### src/rtl/pdm_mic_frontend_if.sv
// PDM microphone array bus: enable and raw PDM bits in, shared PDM clock
// and per-mic PCM words with a one-cycle update strobe out.
interface pdm_mic_frontend_if #(
  parameter int unsigned BIT_WIDTH = 8,
  parameter int unsigned NUM_MICS  = 9
);
  logic                 mic_en;
  logic [NUM_MICS-1:0]  pdm_data_in;
  logic                 pdm_clk;
  logic [BIT_WIDTH-1:0] pcm_data_out [NUM_MICS];
  logic                 pcm_valid;

  modport master (
    input  mic_en,
    input  pdm_data_in,
    output pdm_clk,
    output pcm_data_out,
    output pcm_valid
  );

  modport slave (
    output mic_en,
    output pdm_data_in,
    input  pdm_clk,
    input  pcm_data_out,
    input  pcm_valid
  );
endinterface

### src/rtl/pdm_mic_frontend.sv
// Multi-channel PDM-to-PCM front end: one shared PDM clock divider and decimation
// counter, and a 3rd-order CIC decimator per microphone producing offset-binary words.
module pdm_mic_frontend #(
  parameter int unsigned BIT_WIDTH = 8,
  parameter int unsigned NUM_MICS  = 9,
  parameter int unsigned CLK_DIV   = 4,
  parameter int unsigned DECIM     = 64
) (
  input  logic               clk,
  input  logic               rst,
  pdm_mic_frontend_if.master mic_bus_io
);
  localparam int unsigned ACC_W = 3 * $clog2(DECIM) + 2;
  localparam int unsigned PH_W  = $clog2(CLK_DIV);
  localparam int unsigned DC_W  = $clog2(DECIM);

  typedef logic signed [ACC_W-1:0] acc_t;

  localparam logic [PH_W-1:0]      PhLast   = PH_W'(CLK_DIV - 1);
  localparam logic [PH_W-1:0]      PhHalf   = PH_W'(CLK_DIV / 2);
  localparam logic [DC_W-1:0]      DcLast   = DC_W'(DECIM - 1);
  localparam logic [BIT_WIDTH-1:0] MidScale = {1'b1, {(BIT_WIDTH - 1){1'b0}}};
  localparam acc_t                 AccPlus  = acc_t'(1);
  localparam acc_t                 AccMinus = '1;

  logic [NUM_MICS-1:0]  sync0_q, sync0_d, sync1_q, sync1_d;
  logic [PH_W-1:0]      ph_q, ph_d;
  logic [DC_W-1:0]      dc_q, dc_d;
  logic [1:0]           warm_q, warm_d;
  logic                 pdm_clk_q, pdm_clk_d;
  logic                 pcm_valid_q, pcm_valid_d;
  acc_t                 int1_q [NUM_MICS], int1_d [NUM_MICS];
  acc_t                 int2_q [NUM_MICS], int2_d [NUM_MICS];
  acc_t                 int3_q [NUM_MICS], int3_d [NUM_MICS];
  acc_t                 dly1_q [NUM_MICS], dly1_d [NUM_MICS];
  acc_t                 dly2_q [NUM_MICS], dly2_d [NUM_MICS];
  acc_t                 dly3_q [NUM_MICS], dly3_d [NUM_MICS];
  acc_t                 comb1 [NUM_MICS], comb2 [NUM_MICS], comb3 [NUM_MICS];
  logic [BIT_WIDTH-1:0] pcm_q [NUM_MICS], pcm_d [NUM_MICS];
  logic                 strobe, boundary, emit;

  always_comb begin
    sync0_d     = mic_bus_io.pdm_data_in;
    sync1_d     = sync0_q;
    strobe      = mic_bus_io.mic_en && (ph_q == PhLast);
    boundary    = strobe && (dc_q == DcLast);
    // The first three boundaries only prime the comb delays.
    emit        = boundary && (warm_q == 2'd3);
    pdm_clk_d   = mic_bus_io.mic_en && (ph_q < PhHalf);
    pcm_valid_d = emit;
    ph_d        = (ph_q == PhLast) ? '0 : ph_q + PH_W'(1);
    dc_d        = strobe ? dc_q + DC_W'(1) : dc_q;
    warm_d      = (boundary && (warm_q != 2'd3)) ? warm_q + 2'd1 : warm_q;
    if (!mic_bus_io.mic_en) begin
      ph_d   = '0;
      dc_d   = '0;
      warm_d = '0;
    end

    for (int m = 0; m < int'(NUM_MICS); m++) begin
      int1_d[m] = int1_q[m];
      int2_d[m] = int2_q[m];
      int3_d[m] = int3_q[m];
      if (strobe) begin
        int1_d[m] = int1_q[m] + (sync1_q[m] ? AccPlus : AccMinus);
        int2_d[m] = int2_q[m] + int1_d[m];
        int3_d[m] = int3_q[m] + int2_d[m];
      end
      comb1[m]  = int3_d[m] - dly1_q[m];
      comb2[m]  = comb1[m] - dly2_q[m];
      comb3[m]  = comb2[m] - dly3_q[m];
      dly1_d[m] = boundary ? int3_d[m] : dly1_q[m];
      dly2_d[m] = boundary ? comb1[m] : dly2_q[m];
      dly3_d[m] = boundary ? comb2[m] : dly3_q[m];
      // Top BIT_WIDTH bits of the comb result, MSB flipped to offset binary.
      pcm_d[m]  = emit ? (BIT_WIDTH'(comb3[m] >>> (ACC_W - BIT_WIDTH)) ^ MidScale) : pcm_q[m];
      if (!mic_bus_io.mic_en) begin
        int1_d[m] = '0;
        int2_d[m] = '0;
        int3_d[m] = '0;
        dly1_d[m] = '0;
        dly2_d[m] = '0;
        dly3_d[m] = '0;
      end
    end
  end

  always_ff @(posedge clk) begin
    if (rst) begin
      sync0_q     <= '0;
      sync1_q     <= '0;
      ph_q        <= '0;
      dc_q        <= '0;
      warm_q      <= '0;
      pdm_clk_q   <= 1'b0;
      pcm_valid_q <= 1'b0;
      for (int m = 0; m < int'(NUM_MICS); m++) begin
        int1_q[m] <= '0;
        int2_q[m] <= '0;
        int3_q[m] <= '0;
        dly1_q[m] <= '0;
        dly2_q[m] <= '0;
        dly3_q[m] <= '0;
        pcm_q[m]  <= MidScale;
      end
    end else begin
      sync0_q     <= sync0_d;
      sync1_q     <= sync1_d;
      ph_q        <= ph_d;
      dc_q        <= dc_d;
      warm_q      <= warm_d;
      pdm_clk_q   <= pdm_clk_d;
      pcm_valid_q <= pcm_valid_d;
      int1_q      <= int1_d;
      int2_q      <= int2_d;
      int3_q      <= int3_d;
      dly1_q      <= dly1_d;
      dly2_q      <= dly2_d;
      dly3_q      <= dly3_d;
      pcm_q       <= pcm_d;
    end
  end

  assign mic_bus_io.pdm_clk      = pdm_clk_q;
  assign mic_bus_io.pcm_valid    = pcm_valid_q;
  assign mic_bus_io.pcm_data_out = pcm_q;

endmodule

### src/flat_wrapper.sv
// flat-port wrapper written by rule: the top's interface ports become plain ports
module pdm_mic_frontend_flat 
#(
  parameter int unsigned BIT_WIDTH = 8,
  parameter int unsigned NUM_MICS  = 9,
  parameter int unsigned CLK_DIV   = 4,
  parameter int unsigned DECIM     = 64
)
  (clk, rst, mic_bus_io_mic_en, mic_bus_io_pdm_data_in, mic_bus_io_pdm_clk, mic_bus_io_pcm_data_out, mic_bus_io_pcm_valid);
  pdm_mic_frontend_if #(.BIT_WIDTH(BIT_WIDTH), .NUM_MICS(NUM_MICS)) mic_bus_io_i ();
  input  logic clk;
  input  logic rst;
  input wire logic [$bits(mic_bus_io_i.mic_en)-1:0] mic_bus_io_mic_en;
  input wire logic [$bits(mic_bus_io_i.pdm_data_in)-1:0] mic_bus_io_pdm_data_in;
  output wire logic [$bits(mic_bus_io_i.pdm_clk)-1:0] mic_bus_io_pdm_clk;
  output wire logic [$bits(mic_bus_io_i.pcm_data_out)-1:0] mic_bus_io_pcm_data_out;
  output wire logic [$bits(mic_bus_io_i.pcm_valid)-1:0] mic_bus_io_pcm_valid;
  assign mic_bus_io_i.mic_en = mic_bus_io_mic_en;
  assign mic_bus_io_i.pdm_data_in = mic_bus_io_pdm_data_in;
  assign mic_bus_io_pdm_clk = mic_bus_io_i.pdm_clk;
  assign mic_bus_io_pcm_data_out = {>>{mic_bus_io_i.pcm_data_out}};
  assign mic_bus_io_pcm_valid = mic_bus_io_i.pcm_valid;
  pdm_mic_frontend #(.BIT_WIDTH(BIT_WIDTH), .NUM_MICS(NUM_MICS), .CLK_DIV(CLK_DIV), .DECIM(DECIM)) u_core (.clk(clk), .rst(rst), .mic_bus_io(mic_bus_io_i));
endmodule
### config.mk
export PLATFORM = sky130hd
export DESIGN_NAME = pdm_mic_frontend_flat
export DESIGN_NICKNAME = d
export VERILOG_FILES = /design/src/rtl/pdm_mic_frontend_if.sv /design/src/rtl/pdm_mic_frontend.sv /design/src/flat_wrapper.sv
export SDC_FILE = /design/constraint.sdc
export NUM_CORES = 2
export LEC_CHECK = 0
export ABC_CLOCK_PERIOD_IN_PS = 21500
export CAP_MARGIN = 20
export CORE_AREA = 2 2 486 488
export CTS_CLUSTER_DIAMETER = 80
export DETAILED_ROUTE_END_ITERATION = 6
export DIE_AREA = 0 0 488 490
export SYNTH_ARGS = -nofsm -noshare
export SYNTH_HDL_FRONTEND = slang
export SYNTH_SLANG_ARGS = --single-unit
### constraint.sdc
create_clock -name clk -period 21.5 [get_ports clk]
set_clock_uncertainty 0.2 [all_clocks]
set_input_delay 3.225 -clock clk [delete_from_list [all_inputs] [get_ports clk]]
set_output_delay 3.225 -clock clk [all_outputs]
set_load 0.01 [all_outputs]
Word level (Yosys, flattened, before mapping)
Index checks and enable logic that the tools add are counted.
{"block": "totals", "reg_bits": 1182, "input_bits": 12, "output_inout_bits": 74, "elab_cells": 167}
{"block": "classes", "n_reduce_logical": 7, "add_sub_neg": 57, "eq_ne": 4, "n_lt_le_gt_ge": 1, "bitwise": 10, "mux": 18}
{"op": "20-bit adder", "count": 27}
{"op": "20-bit subtractor", "count": 27}
{"op": "20-bit 2-to-1 mux", "count": 18}
{"op": "1-bit inverter", "count": 10}
{"op": "6-bit by 1-bit adder with 6-bit output, second input constant", "count": 1}
{"op": "6-bit == test, second input constant", "count": 1}
{"op": "1-bit logical AND", "count": 5}
{"op": "2-bit by 1-bit adder with 2-bit output, second input constant", "count": 2}
{"op": "2-bit == test, second input constant", "count": 2}
{"op": "3-bit OR reduction", "count": 1}
{"op": "2-bit < comparator, second input constant", "count": 1}
{"op": "2-bit inequality test, second input constant", "count": 1}
{"op": "2-bit OR reduction", "count": 1}

Logic depth before layout (Yosys ltp)
{"block": "depth", "word_depth": 9, "ltp_mapped": 48, "ltp_nobuf": 48}

Worst setup path after synthesis
OpenSTA, ideal clock, no wires.
{"block": "synth_path", "path_type": "input-to-reg", "startpoint": "in mic_bus_io_mic_en", "endpoint": "reg u_core.pcm_q (netlist bit u_core.mic_bus_io.pcm_data_out[7])", "t_required_ns": 21.218, "n_path_buf": 3, "path_slack_ns": 11.251, "arrival_time_ns": 9.966, "path_stages": 31, "setup_ns": 0.082, "cell_sequence": "and2_1 -> clkbuf_1 -> clkbuf_1 -> clkbuf_1 -> mux2i_1 -> ha_1 -> inv_1 -> fa_1 -> a21o_1 -> a21oi_1 -> o21bai_1 -> a21oi_1 -> o21ai_0 -> a21oi_1 -> o21ai_0 -> or2_2 -> a31oi_1 -> xnor2_1 -> ha_1 -> and3_1 -> a211o_1 -> a31oi_1 -> xnor2_1 -> ha_1 -> or4_1 -> and3_1 -> a311oi_1 -> xor2_1 -> nand2_1 -> o221a_2 -> o221ai_1"}
{"element": "from (decl)", "line_no": "flat_wrapper.sv:13", "source": "input wire logic [$bits(mic_bus_io_i.mic_en)-1:0] mic_bus_io_mic_en;"}
{"element": "to (signal, indexed assignment)", "line_no": "pdm_mic_frontend.sv:104", "source": "pcm_q[m] <= MidScale;"}
{"element": "to (signal assigned)", "line_no": "pdm_mic_frontend.sv:120", "source": "pcm_q <= pcm_d;"}
{"element": "to (decl)", "line_no": "pdm_mic_frontend.sv:39", "source": "logic [BIT_WIDTH-1:0] pcm_q [NUM_MICS], pcm_d [NUM_MICS];"}

==> metrics.yaml <==
yosysTopAreaCellShare_pct: 28.20
synth-seq-cells: 1182
layout_common_cells: "nor2_1 (1235), dfxtp_1 (1182), a21oi_1 (1035)"
setup_viol: 0
ys.flop_type: "dfxtp_1"
gp_congestion: 0.8352
required_ps: 22010
coreArea_um2: 234100
maxCapViolations: 0
rows: 178
drt_pass1_iterations: 6
cts_buffer_depth: 3
path_clk_slew_ps: 60
ys_seq_area_share_pct: 28.20
grt_overflow_total: 0
synth_area_leaders: "dfxtp_1 (28%), ha_1 (15%), a21oi_1 (6.2%)"
final_nets: 11610
dieHeight_um: 490
grt_pass1_wl_um: 323600
drtIter0Drc: 3196
worstSetupPathType: "in2reg"
syn_nets: 11700
antenna_found_initial: 8
startpoint_type: "input pin"
area_growth_pct: 10.54
multi_input_area_um2: 55230
p_leak_nw: 37.20
ios: 86
fmax_mhz: 85.69
port_buffers: 85
synth_area_leader_cell: "dfxtp_1"
avgSynthCellArea_um2: 7.903
cts-resized-gates: 0
track_usage_pct: 15.81
cp.arrival_ps: 12180
cts_tree: "built"
dp.cells: 13530
synth.distinct_cells: 84
async_flop_share_pct: 0
cts-root-buf: "clkbuf_16"
synth_area_um2: 83920
vias: 69830
hold_viol: 0
hold_path_class: "reg2reg"
drive_above_1_share_pct: 3.456
worstSkewPairLatency_ps: 810
regArea_um2: 23660
ir_drop_v: 0.00006161
cpMaxStageDelayCell: "nand2_4"
rsz0062_at_grt: "no"
numCtsBuffers: 145
final_cells: 13800
route.detailed.drc: 0
slew_violations: 0
critPathMostFrequentCell: "a21oi_1"
htree_num_levels: 4
slowest_delay_ps: 550
grt_max_degree: 203
cts_hold_buf: 0
n_fill_cell: 23440
clock_sinks: 1182
relSlewSlack_pct: 26.02
start_util_pct: 35.85
die_area_um2: 239100
wire_per_inst_um: 14.04
synthCells: 10620
timing.final.crit_period_ps: 11670
p_per_area_nw_per_um2: 66.72
critical_path.endpoint_type: "register"
final_common_cell: "nor2_1"
grt_pass1_vias: 67110
status: "finished, final reports clean"
antenna_left: 0
dieWidth_um: 488
worstMarginPinSlew_ps: 1102
hpwl_um: 139000
crit_fanout: 60
yosysWarnings: 0
wirelength_um: 193700
timing.final.crit_share_pct: 54.28
finalSetupTns_ps: 0
synth_edf_count: 0
post_cts_buffers: 0
routed_via_density: 5.060
[where the power goes]
| part | total [mW] | internal [mW] | switching, mW |
|---|---|---|---|
| logic | 1.44 | 0.617 | 0.826 |
| clock network | 2.55 | 1.53 | 1.01 |
| registers | 2.20 | 2.20 | 0.00439 |
| total | 6.19 | 4.34 | 1.84 |
[layout make-up]
| class | count | share of cell area, % |
|---|---|---|
| diodes | 3 | 0.008092 |
| clock buffers | 211 | 4.582 |
| clock inverters | 53 | 0.7526 |
| inverters | 987 | 3.994 |
| multi-input cells | 8083 | 59.53 |
| flip-flops and latches | 1182 | 25.51 |
| well taps | 3150 | 4.248 |
| repair buffers | 131 | 1.380 |
[per-layer routing]
layer  global-route usage [%]  share of wire (%)  wire (um)  vias up
li1                         -                  -          -    36520
met1                    21.19                 50      96240    32180
met2                    26.53                 45      87190      893
met3                    2.206                3.5       6740      229
met4                    3.957                1.8       3509        6
met5                        0              0.021         40        -
[path summary, 6_finish.rpt]
| kind | start | endpoint | slack (ps) | cells past startpoint |
|---|---|---|---|---|
| max | mic_bus_io_mic_en | u_core.mic_bus_io.pcm_data_out[7] | 9830 | 35 |
| min reg2reg | u_core.sync0_q[6] | u_core.sync1_q[6] | 230 | 1 |
| min | u_core.sync0_q[6] | u_core.sync1_q[6] | 230 | 1 |
| max reg2reg | u_core.sync1_q[8] | u_core.mic_bus_io.pcm_data_out[7] | 11270 | 42 |
[worst max-delay path, delay by kind of cell]
family | cells | cell delay, ps
and+or+nand+nor | 8 | 1890
adders and majority gates | 3 | 930
xor gates and xnor gates | 1 | 270
buffers and inverters | 6 | 2100
AOI/OAI and AO/OA | 17 | 3690
[stage by stage]
| step | total power [mW] | util, % | hold slack [ps] | area [um^2] | setup slack (ps) |
|---|---|---|---|---|---|
| final | 6.189 | 39.63 | 232.8 | 92770 | 9831 |
| after global routing | 6.534 | 39.63 | 260.8 | 92770 | 9077 |
| after CTS | 6.280 | 39.62 | 239.4 | 92740 | 9849 |
| after detailed placement | 3.687 | 37.51 | 223.9 | 87790 | 9010 |
| after global placement | 3.654 | 37.50 | 221.4 | 87770 | 8977 |
| after floorplan | 3.371 | - | 196.7 | 83920 | 11250 |
[sequential cells by signal (all words and copies together), names as in the netlist]
signal	flops
u_core.dly1_q	180
u_core.dly2_q	180
u_core.dly3_q	180
u_core.int1_q	180
u_core.int2_q	180
u_core.int3_q	180
u_core.mic_bus_io.pcm_data_out	72
u_core.sync0_q	9
u_core.sync1_q	9
u_core.dc_q	6
u_core.ph_q	2
u_core.warm_q	2
u_core.mic_bus_io.pcm_valid	1
u_core.mic_bus_io.pdm_clk	1
[kinds of logic (layout without fill, tap and decap cells)]
logic type	Yosys count	in the layout	share of synthesized area, %
AND/OR/NAND/NOR	3198	3198	16.83
AO/OA/AOI/OAI	2670	2670	19.83
buffers and inverters	1354	1382	6.056
flip-flops	1182	1182	28.20
adder cells (fa/ha/maj)	1069	1069	16.34
XOR/XNOR	801	801	8.631
multiplexers	345	345	4.122
other	0	3	0
[cell usage after synthesis (11+ instances only)]
library cell / number
a2111oi_0: 17
a211o_1: 17
a211oi_1: 273
a21boi_0: 53
a21o_1: 208
a21oi_1: 1035
a311oi_1: 14
a31o_2: 19
a31oi_1: 80
a41oi_1: 11
and2_1: 60
and3_1: 94
buf_1: 31
clkbuf_1: 336
dfxtp_1: 1182
fa_1: 45
ha_1: 1024
inv_1: 987
mux2i_1: 343
nand2_1: 975
nand2b_1: 66
nand3_1: 152
nand3b_1: 28
nand4_1: 38
nor2_1: 1235
nor2b_1: 126
nor3_1: 244
nor3b_1: 15
nor4_1: 21
o2111ai_1: 12
o211ai_1: 42
o21a_1: 133
o21ai_0: 454
o21bai_1: 114
o311ai_0: 14
o31a_1: 22
o31ai_1: 27
o41a_1: 11
o41ai_1: 22
or2_2: 28
or3_1: 74
or4_1: 16
xnor2_1: 584
xnor3_1: 16
xor2_1: 200
(Power assumes the default switching activity.)
